[config.mk]
export PLATFORM = sky130hd
export DESIGN_NAME = aibnd_avmm_rst_seq_flat
export DESIGN_NICKNAME = d
export VERILOG_FILES = /design/src/rtl/aibnd_avmm_rst_seq_if.sv /design/src/rtl/aibnd_avmm_rst_seq.sv /design/src/flat_wrapper.sv
export SDC_FILE = /design/constraint.sdc
export NUM_CORES = 1
export LEC_CHECK = 0
export ABC_AREA = 1
export CORE_ASPECT_RATIO = 0.7
export CORE_MARGIN = 1
export CORE_UTILIZATION = 45
export CTS_CLUSTER_DIAMETER = 40
export CTS_CLUSTER_SIZE = 40
export DETAILED_ROUTE_END_ITERATION = 10
export PLACE_DENSITY = 0.72
export RECOVER_POWER = 50
export SYNTH_ARGS = -nofsm -noshare
export SYNTH_HDL_FRONTEND = slang
export SYNTH_SLANG_ARGS = --single-unit
export TNS_END_PERCENT = 100
[constraint.sdc]
create_clock -name avmm_clk -period 1.65 [get_ports avmm_clk]
set_clock_uncertainty 0.1 [all_clocks]
set_input_delay 0.495 -clock avmm_clk [delete_from_list [all_inputs] [get_ports avmm_clk]]
set_output_delay 0.495 -clock avmm_clk [all_outputs]
set_load 0.02 [all_outputs]
[src/rtl/aibnd_avmm_rst_seq_if.sv]
// Channel-side bundle of the AVMM reset / clock-gate sequencer: soft reset
// requests in, per-channel gated clocks, resets, enables and sequence status out.
interface aibnd_avmm_rst_seq_if #(
  parameter int NUM_CH = 4
);
  logic [NUM_CH-1:0] soft_rst_req;
  logic [NUM_CH-1:0] pcs_clk;
  logic [NUM_CH-1:0] pcs_clkb;
  logic [NUM_CH-1:0] ch_rstb;
  logic [NUM_CH-1:0] ch_clk_en;
  logic              seq_busy;
  logic              seq_done;

  modport master (
    output soft_rst_req,
    input  pcs_clk, pcs_clkb, ch_rstb, ch_clk_en, seq_busy, seq_done
  );

  modport slave (
    input  soft_rst_req,
    output pcs_clk, pcs_clkb, ch_rstb, ch_clk_en, seq_busy, seq_done
  );
endinterface

[src/rtl/aibnd_avmm_rst_seq.sv]
// Filters the AVMM block reset, then releases NUM_CH channels STAGGER cycles apart,
// ungating each clock CLK_LEAD cycles before its reset deasserts (and the reverse on drain).
//
// top state | meaning
// S_HOLD    | block reset asserted, everything off
// S_FILT    | counting consecutive high samples of avmm_rstb
// S_REL     | slot counter running, channels released on their slots
// S_WAIT    | every slot passed, waiting for all channels to reach ON
// S_RUN     | sequence complete, channels follow their soft reset requests
// ch state  | meaning
// CH_OFF    | clock gated, reset asserted
// CH_UNGATE | clock running, reset held for CLK_LEAD cycles
// CH_ON     | clock running, reset released
// CH_DRAIN  | reset asserted, clock kept for CLK_LEAD cycles
module aibnd_avmm_rst_seq #(
  parameter int NUM_CH     = 4,
  parameter int SYNC_DEPTH = 2,
  parameter int STAGGER    = 4,
  parameter int CLK_LEAD   = 2
) (
  input  logic                avmm_clk,
  input  logic                avmm_rstb,
  aibnd_avmm_rst_seq_if.slave bus
);
  localparam int LAST_SLOT = (NUM_CH - 1) * STAGGER;
  localparam int TW        = $clog2(LAST_SLOT + 2);
  localparam int FW        = $clog2(SYNC_DEPTH + 1);
  localparam int CW        = $clog2(CLK_LEAD + 1);

  typedef enum logic [2:0] {S_HOLD, S_FILT, S_REL, S_WAIT, S_RUN} top_state_t;
  typedef enum logic [1:0] {CH_OFF, CH_UNGATE, CH_ON, CH_DRAIN} ch_state_t;

  top_state_t        top_q, top_d;
  logic [FW-1:0]     filt_q, filt_d;
  logic [TW-1:0]     slot_q, slot_d;
  ch_state_t         ch_q [NUM_CH];
  ch_state_t         ch_d [NUM_CH];
  logic [CW-1:0]     cnt_q [NUM_CH];
  logic [CW-1:0]     cnt_d [NUM_CH];
  logic [NUM_CH-1:0] en_q, en_d, rstb_q, rstb_d, gate_q, rel, pcs_clk_w;
  logic              done_q, all_on;

  always_ff @(posedge avmm_clk) begin
    if (!avmm_rstb) begin
      top_q  <= S_HOLD;
      filt_q <= '0;
      slot_q <= '0;
      for (int i = 0; i < NUM_CH; i++) begin
        ch_q[i]  <= CH_OFF;
        cnt_q[i] <= '0;
      end
      en_q   <= '0;
      rstb_q <= '0;
      done_q <= 1'b0;
    end else begin
      top_q  <= top_d;
      filt_q <= filt_d;
      slot_q <= slot_d;
      for (int i = 0; i < NUM_CH; i++) begin
        ch_q[i]  <= ch_d[i];
        cnt_q[i] <= cnt_d[i];
      end
      en_q   <= en_d;
      rstb_q <= rstb_d;
      done_q <= all_on;
    end
  end

  always_comb begin
    top_d  = top_q;
    filt_d = filt_q;
    slot_d = slot_q;
    all_on = 1'b1;
    rel    = '0;
    en_d   = '0;
    rstb_d = '0;
    for (int i = 0; i < NUM_CH; i++) begin
      ch_d[i]  = ch_q[i];
      cnt_d[i] = cnt_q[i];
      if (ch_q[i] != CH_ON) all_on = 1'b0;
      // A channel stays releasable once its slot has passed, so a late drop of its request still ungates it.
      rel[i] = ((top_q == S_REL) && (int'(slot_q) >= i * STAGGER)) ||
               (top_q == S_WAIT) || (top_q == S_RUN);
    end

    case (top_q)
      S_HOLD: begin
        if (SYNC_DEPTH == 1) begin
          top_d  = S_REL;
          slot_d = '0;
        end else begin
          top_d  = S_FILT;
          filt_d = FW'(1);
        end
      end
      S_FILT: begin
        if (filt_q == FW'(SYNC_DEPTH - 1)) begin
          top_d  = S_REL;
          slot_d = '0;
        end else begin
          filt_d = filt_q + 1'b1;
        end
      end
      S_REL: begin
        if (slot_q == TW'(LAST_SLOT)) top_d = S_WAIT;
        else                          slot_d = slot_q + 1'b1;
      end
      S_WAIT: if (all_on) top_d = S_RUN;
      default: ;
    endcase

    for (int i = 0; i < NUM_CH; i++) begin
      case (ch_q[i])
        CH_OFF: begin
          if (rel[i] && !bus.soft_rst_req[i]) begin
            ch_d[i]  = CH_UNGATE;
            cnt_d[i] = CW'(CLK_LEAD - 1);
          end
        end
        CH_UNGATE: begin
          if (bus.soft_rst_req[i]) begin
            ch_d[i]  = CH_DRAIN;
            cnt_d[i] = CW'(CLK_LEAD - 1);
          end else if (cnt_q[i] == '0) begin
            ch_d[i] = CH_ON;
          end else begin
            cnt_d[i] = cnt_q[i] - 1'b1;
          end
        end
        CH_ON: begin
          if (bus.soft_rst_req[i]) begin
            ch_d[i]  = CH_DRAIN;
            cnt_d[i] = CW'(CLK_LEAD - 1);
          end
        end
        CH_DRAIN: begin
          if (cnt_q[i] == '0) ch_d[i] = CH_OFF;
          else                cnt_d[i] = cnt_q[i] - 1'b1;
        end
        default: ch_d[i] = CH_OFF;
      endcase
      en_d[i]   = (ch_d[i] != CH_OFF);
      rstb_d[i] = (ch_d[i] == CH_ON);
    end
  end

  // Enable captured on the low phase so the AND gate never chops a high phase.
  always_ff @(negedge avmm_clk) begin
    if (!avmm_rstb) gate_q <= '0;
    else            gate_q <= en_q;
  end

  assign pcs_clk_w     = gate_q & {NUM_CH{avmm_clk}};
  assign bus.pcs_clk   = pcs_clk_w;
  assign bus.pcs_clkb  = ~pcs_clk_w;
  assign bus.ch_clk_en = en_q;
  assign bus.ch_rstb   = rstb_q;
  assign bus.seq_done  = done_q;
  assign bus.seq_busy  = (top_q == S_FILT) || (top_q == S_REL) || (top_q == S_WAIT);
endmodule
[src/flat_wrapper.sv]
// flat-port wrapper written by rule: the top's interface ports become plain ports
module aibnd_avmm_rst_seq_flat 
#(
  parameter int NUM_CH     = 4,
  parameter int SYNC_DEPTH = 2,
  parameter int STAGGER    = 4,
  parameter int CLK_LEAD   = 2
)
  (avmm_clk, avmm_rstb, bus_soft_rst_req, bus_pcs_clk, bus_pcs_clkb, bus_ch_rstb, bus_ch_clk_en, bus_seq_busy, bus_seq_done);
  aibnd_avmm_rst_seq_if #(.NUM_CH(NUM_CH)) bus_i ();
  input  logic avmm_clk;
  input  logic avmm_rstb;
  input wire logic [$bits(bus_i.soft_rst_req)-1:0] bus_soft_rst_req;
  output wire logic [$bits(bus_i.pcs_clk)-1:0] bus_pcs_clk;
  output wire logic [$bits(bus_i.pcs_clkb)-1:0] bus_pcs_clkb;
  output wire logic [$bits(bus_i.ch_rstb)-1:0] bus_ch_rstb;
  output wire logic [$bits(bus_i.ch_clk_en)-1:0] bus_ch_clk_en;
  output wire logic [$bits(bus_i.seq_busy)-1:0] bus_seq_busy;
  output wire logic [$bits(bus_i.seq_done)-1:0] bus_seq_done;
  assign bus_i.soft_rst_req = bus_soft_rst_req;
  assign bus_pcs_clk = bus_i.pcs_clk;
  assign bus_pcs_clkb = bus_i.pcs_clkb;
  assign bus_ch_rstb = bus_i.ch_rstb;
  assign bus_ch_clk_en = bus_i.ch_clk_en;
  assign bus_seq_busy = bus_i.seq_busy;
  assign bus_seq_done = bus_i.seq_done;
  aibnd_avmm_rst_seq #(.NUM_CH(NUM_CH), .SYNC_DEPTH(SYNC_DEPTH), .STAGGER(STAGGER), .CLK_LEAD(CLK_LEAD)) u_core (.avmm_clk(avmm_clk), .avmm_rstb(avmm_rstb), .bus(bus_i));
endmodule
==> summary.txt <==
Cells and area
  – Fraction of layout cells with a size suffix above 1: 0.228
  – Register area: 772 um2
  – Layout Nets: approximately 380
  – Fillers: approximately 350
  – Non-filler cells, final: 420
  – Diodes inserted: 0
  – Multi-input gate area: approximately 0.0011 mm2
  – Fin area: ~0.0028 mm2
  – Synthesis-to-finish area growth: 39.1%

Global route
  – Met2 usage: 0.385
  – Grt ovf: 0
  – Gr busiest metal: met2
  – Vias in the first global route: slightly above 2000
  – First-pass GRT wire length: between 8000 and 9000 um
  – Met3 Use GR: 0.123
  – Met1 usage: 0.277
  – Initial antenna violation count: 0
  – GRT Util Overall: 0.264
  – Pin count of the biggest net entering global routing: 15

Critical path
  – FF-to-FF setup slack: -0.01 ns
  – CP startpoint kind: flip-flop
  – WS Path Type: reg2out
  – Crit end category: output port
  – Critical path fanouts, max: 2
  – Worst setup path endpoint: bus_pcs_clk[0]
  – Critical Path RT: between 1 and 1.5 ns
  – Crit. Startpoint: u_core.gate_q[0]$_SDFF_NN0_
  – Critical path data arrival time: roughly 2 ns
  – Reg2Reg Capture Point: u_core.bus.ch_clk_en[2]$_SDFF_PN0_
  – R2R cell count: 12
  – Critical R2R Launch: u_core.top_q[0]$_SDFFE_PN0P_

Place
  – RePlAce Congestion: approximately 0.84
  – Post-Place Cell Area: about 0.0025 mm2
  – Dpl cells: just under 400
  – # port buffers: 23
  – DP HPWL: 3100 um
  – Post-placement setup slack: -0.748 ns

Timing
  – Setup-failing EPs final: 16
  – Worst rel slew slack: 0.781
  – Slew Limit Fails: 0
  – Post-route setup slack: -0.915 ns
  – RSZ-0062 raised after global routing: true
  – Least-Margin Pin Slew: approximately 0.33 ns
  – Final Hold Fails: 0
  – Post-route worst hold slack: approximately 0.36 ns

Synth
  – Netlist cell types: 24
  – Mapped cell area: between 0.002 and 0.0025 mm2
  – Top cells by area, synth: dfxtp_1 38%, nand2_1 17%, inv_1 10%
  – Area leader, netlist: dfxtp_1
  – Synth Warn #: 0
  – Avg Inst Size Synth: 6.55 um2
  – Mapped Cells: between 300 and 400
  – Seq/Total Area, Yosys: 0.376
  – Post-synth top area share: 0.376
  – Synthesized netlist net count: 326
  – Seq cells post-synth: 38

Pwr
  – Pwr/cell area: 1470 mW/mm2
  – Static Leakage: around 1.5 nW
  – Tot Pwr: just over 4 mW
  – Max IR drop VDD: 958 uV

Min path
  – Hold Crit Class: reg2reg
  – Hold Path Cell Cnt: 2

Drt
  – DR vias/cell: about 5.0
  – Post-Route WL: about 5300 um
  – DRC errors left: 0
  – Iteration-0 DRC count of the detailed router: about 130
  – DRT Pass-1 Iters: 5
  – Post-route ant nets: 0
  – Mean routed wirelength per cell: 12.6 um
  – DR vias: about 2100

CTS
  – Clock Latency Late Sink: ~0.40 ns
  – CTS Hold Bufs: 0
  – CTS tree: yes
  – Clock-pin slew on the worst setup and hold paths: 0.07 ns

Status
  – Outcome: complete, but fails checks
  – Failing checks: negative setup slack

Flow run
  – Max cap viols: 0

Floorplanning
  – Ports: 24
  – Starting Density: 0.492
  – Die W: between 80 and 90 um
  – Row count: 19
  – Core ar.: approximately 0.0041 mm2
  – Die Y: just under 60 um
  – Die ar.: between 0.004 and 0.005 mm2
-- synth_stat cells (all sizes together) --
| library cell | instances |
|---|---|
| o211ai | 5 |
| a21oi | 17 |
| o22ai | 1 |
| nand2 | 96 |
| nand3 | 18 |
| nand4 | 4 |
| clkinv | 1 |
| or2 | 1 |
| a211oi | 2 |
| buf | 1 |
| clkbuf | 1 |
| o21ai | 13 |
| ha | 11 |
| inv | 60 |
| nor3 | 1 |
| dfxtp | 38 |
| o21bai | 1 |
| nor2 | 36 |
| xor2 | 2 |
-- cells in the final DEF (no fill, tap or decap), types with 5 or more instances in the layout --
| cell | instances |
|---|---|
| a21oi_1 | 17 |
| buf_4 | 11 |
| buf_6 | 9 |
| buf_8 | 9 |
| clkbuf_8 | 8 |
| dfxtp_1 | 29 |
| dfxtp_2 | 9 |
| ha_1 | 10 |
| inv_1 | 54 |
| nand2_1 | 81 |
| nand2_2 | 10 |
| nand2_4 | 5 |
| nand3_1 | 18 |
| nor2_1 | 32 |
| o211ai_1 | 5 |
| o21ai_0 | 12 |
-- worst min path at each step --
stage | startpoint | endpoint | slack [ns]
floorplan | u_core.filt_q[1]$_SDFFE_PN0P_ | u_core.filt_q[1]$_SDFFE_PN0P_ | 0.34
global placement | u_core.filt_q[1]$_SDFFE_PN0P_ | u_core.filt_q[1]$_SDFFE_PN0P_ | 0.35
detailed placement | u_core.filt_q[1]$_SDFFE_PN0P_ | u_core.filt_q[1]$_SDFFE_PN0P_ | 0.36
CTS | u_core.filt_q[1]$_SDFFE_PN0P_ | u_core.filt_q[1]$_SDFFE_PN0P_ | 0.37
global route | u_core.cnt_q[0][1]$_SDFFE_PN0P_ | u_core.cnt_q[0][1]$_SDFFE_PN0P_ | 0.38
finish | u_core.filt_q[1]$_SDFFE_PN0P_ | u_core.filt_q[1]$_SDFFE_PN0P_ | 0.36
-- logic make-up after synthesis --
family / count (synthesis) / share of synthesized area
AOI/OAI and AO/OA: 39 / 0.107
adders and majority gates: 11 / 0.0680
and+or+nand+nor: 156 / 0.323
buffers and inverters: 63 / 0.117
DFF: 38 / 0.376
xor gates and xnor gates: 2 / 0.00866
-- where the power goes --
part	switching (mW)	internal (mW)
Sequential	0.135	1.09
Combinational	0.832	0.498
Clock	0.581	1.00
Total	1.55	2.59
-- per-stage QoR --
stage | util | setup TNS (ns)
final | 0.685 | -7.10
after global routing | 0.685 | -10.09
after CTS | 0.683 | -7.26
after detailed placement | 0.599 | -12.73
after global placement | 0.599 | -12.25
after floorplan | - | -2.00
-- timing repair --
item                                    4_1_cts  5_1_grt
endpoints found under the setup margin       26       30
setup buffers                                 1        1
gates resized for setup                      79       28
pin swaps                                     5        7
-- layer usage --
layer,vias to the layer above,wire length (um)
met3,22,339
met4,0,211
met1,942,2290
li1,1072,-
met2,78,2460
met5,-,0
-- flip-flops by register name, summed over array words and instances, names as in the netlist --
name,cells
u_core.ch_q,8
u_core.filt_q,2
u_core.cnt_q,8
u_core.top_q,3
u_core.bus.ch_clk_en,4
u_core.bus.ch_rstb,4
u_core.gate_q,4
u_core.bus.seq_done,1
u_core.slot_q,4
-- worst max-delay path: stages (launching register included) --
cell and delay, ns:
dfxtp_2 0.34, nand2_4 0.06, buf_8 0.12, inv_4 0.05
buf_6 0.12
-- final cells by class --
type	instances	share of cell area
Clock buffer	25	0.119
Clock inverter	11	0.0427
Inverter	56	0.0756
Multi-Input combinational cell	208	0.383
Sequential cell	38	0.274
Tap cell	52	0.0231
Timing Repair Buffer	30	0.0822
Note: power is estimated with default switching activity, not from simulation.
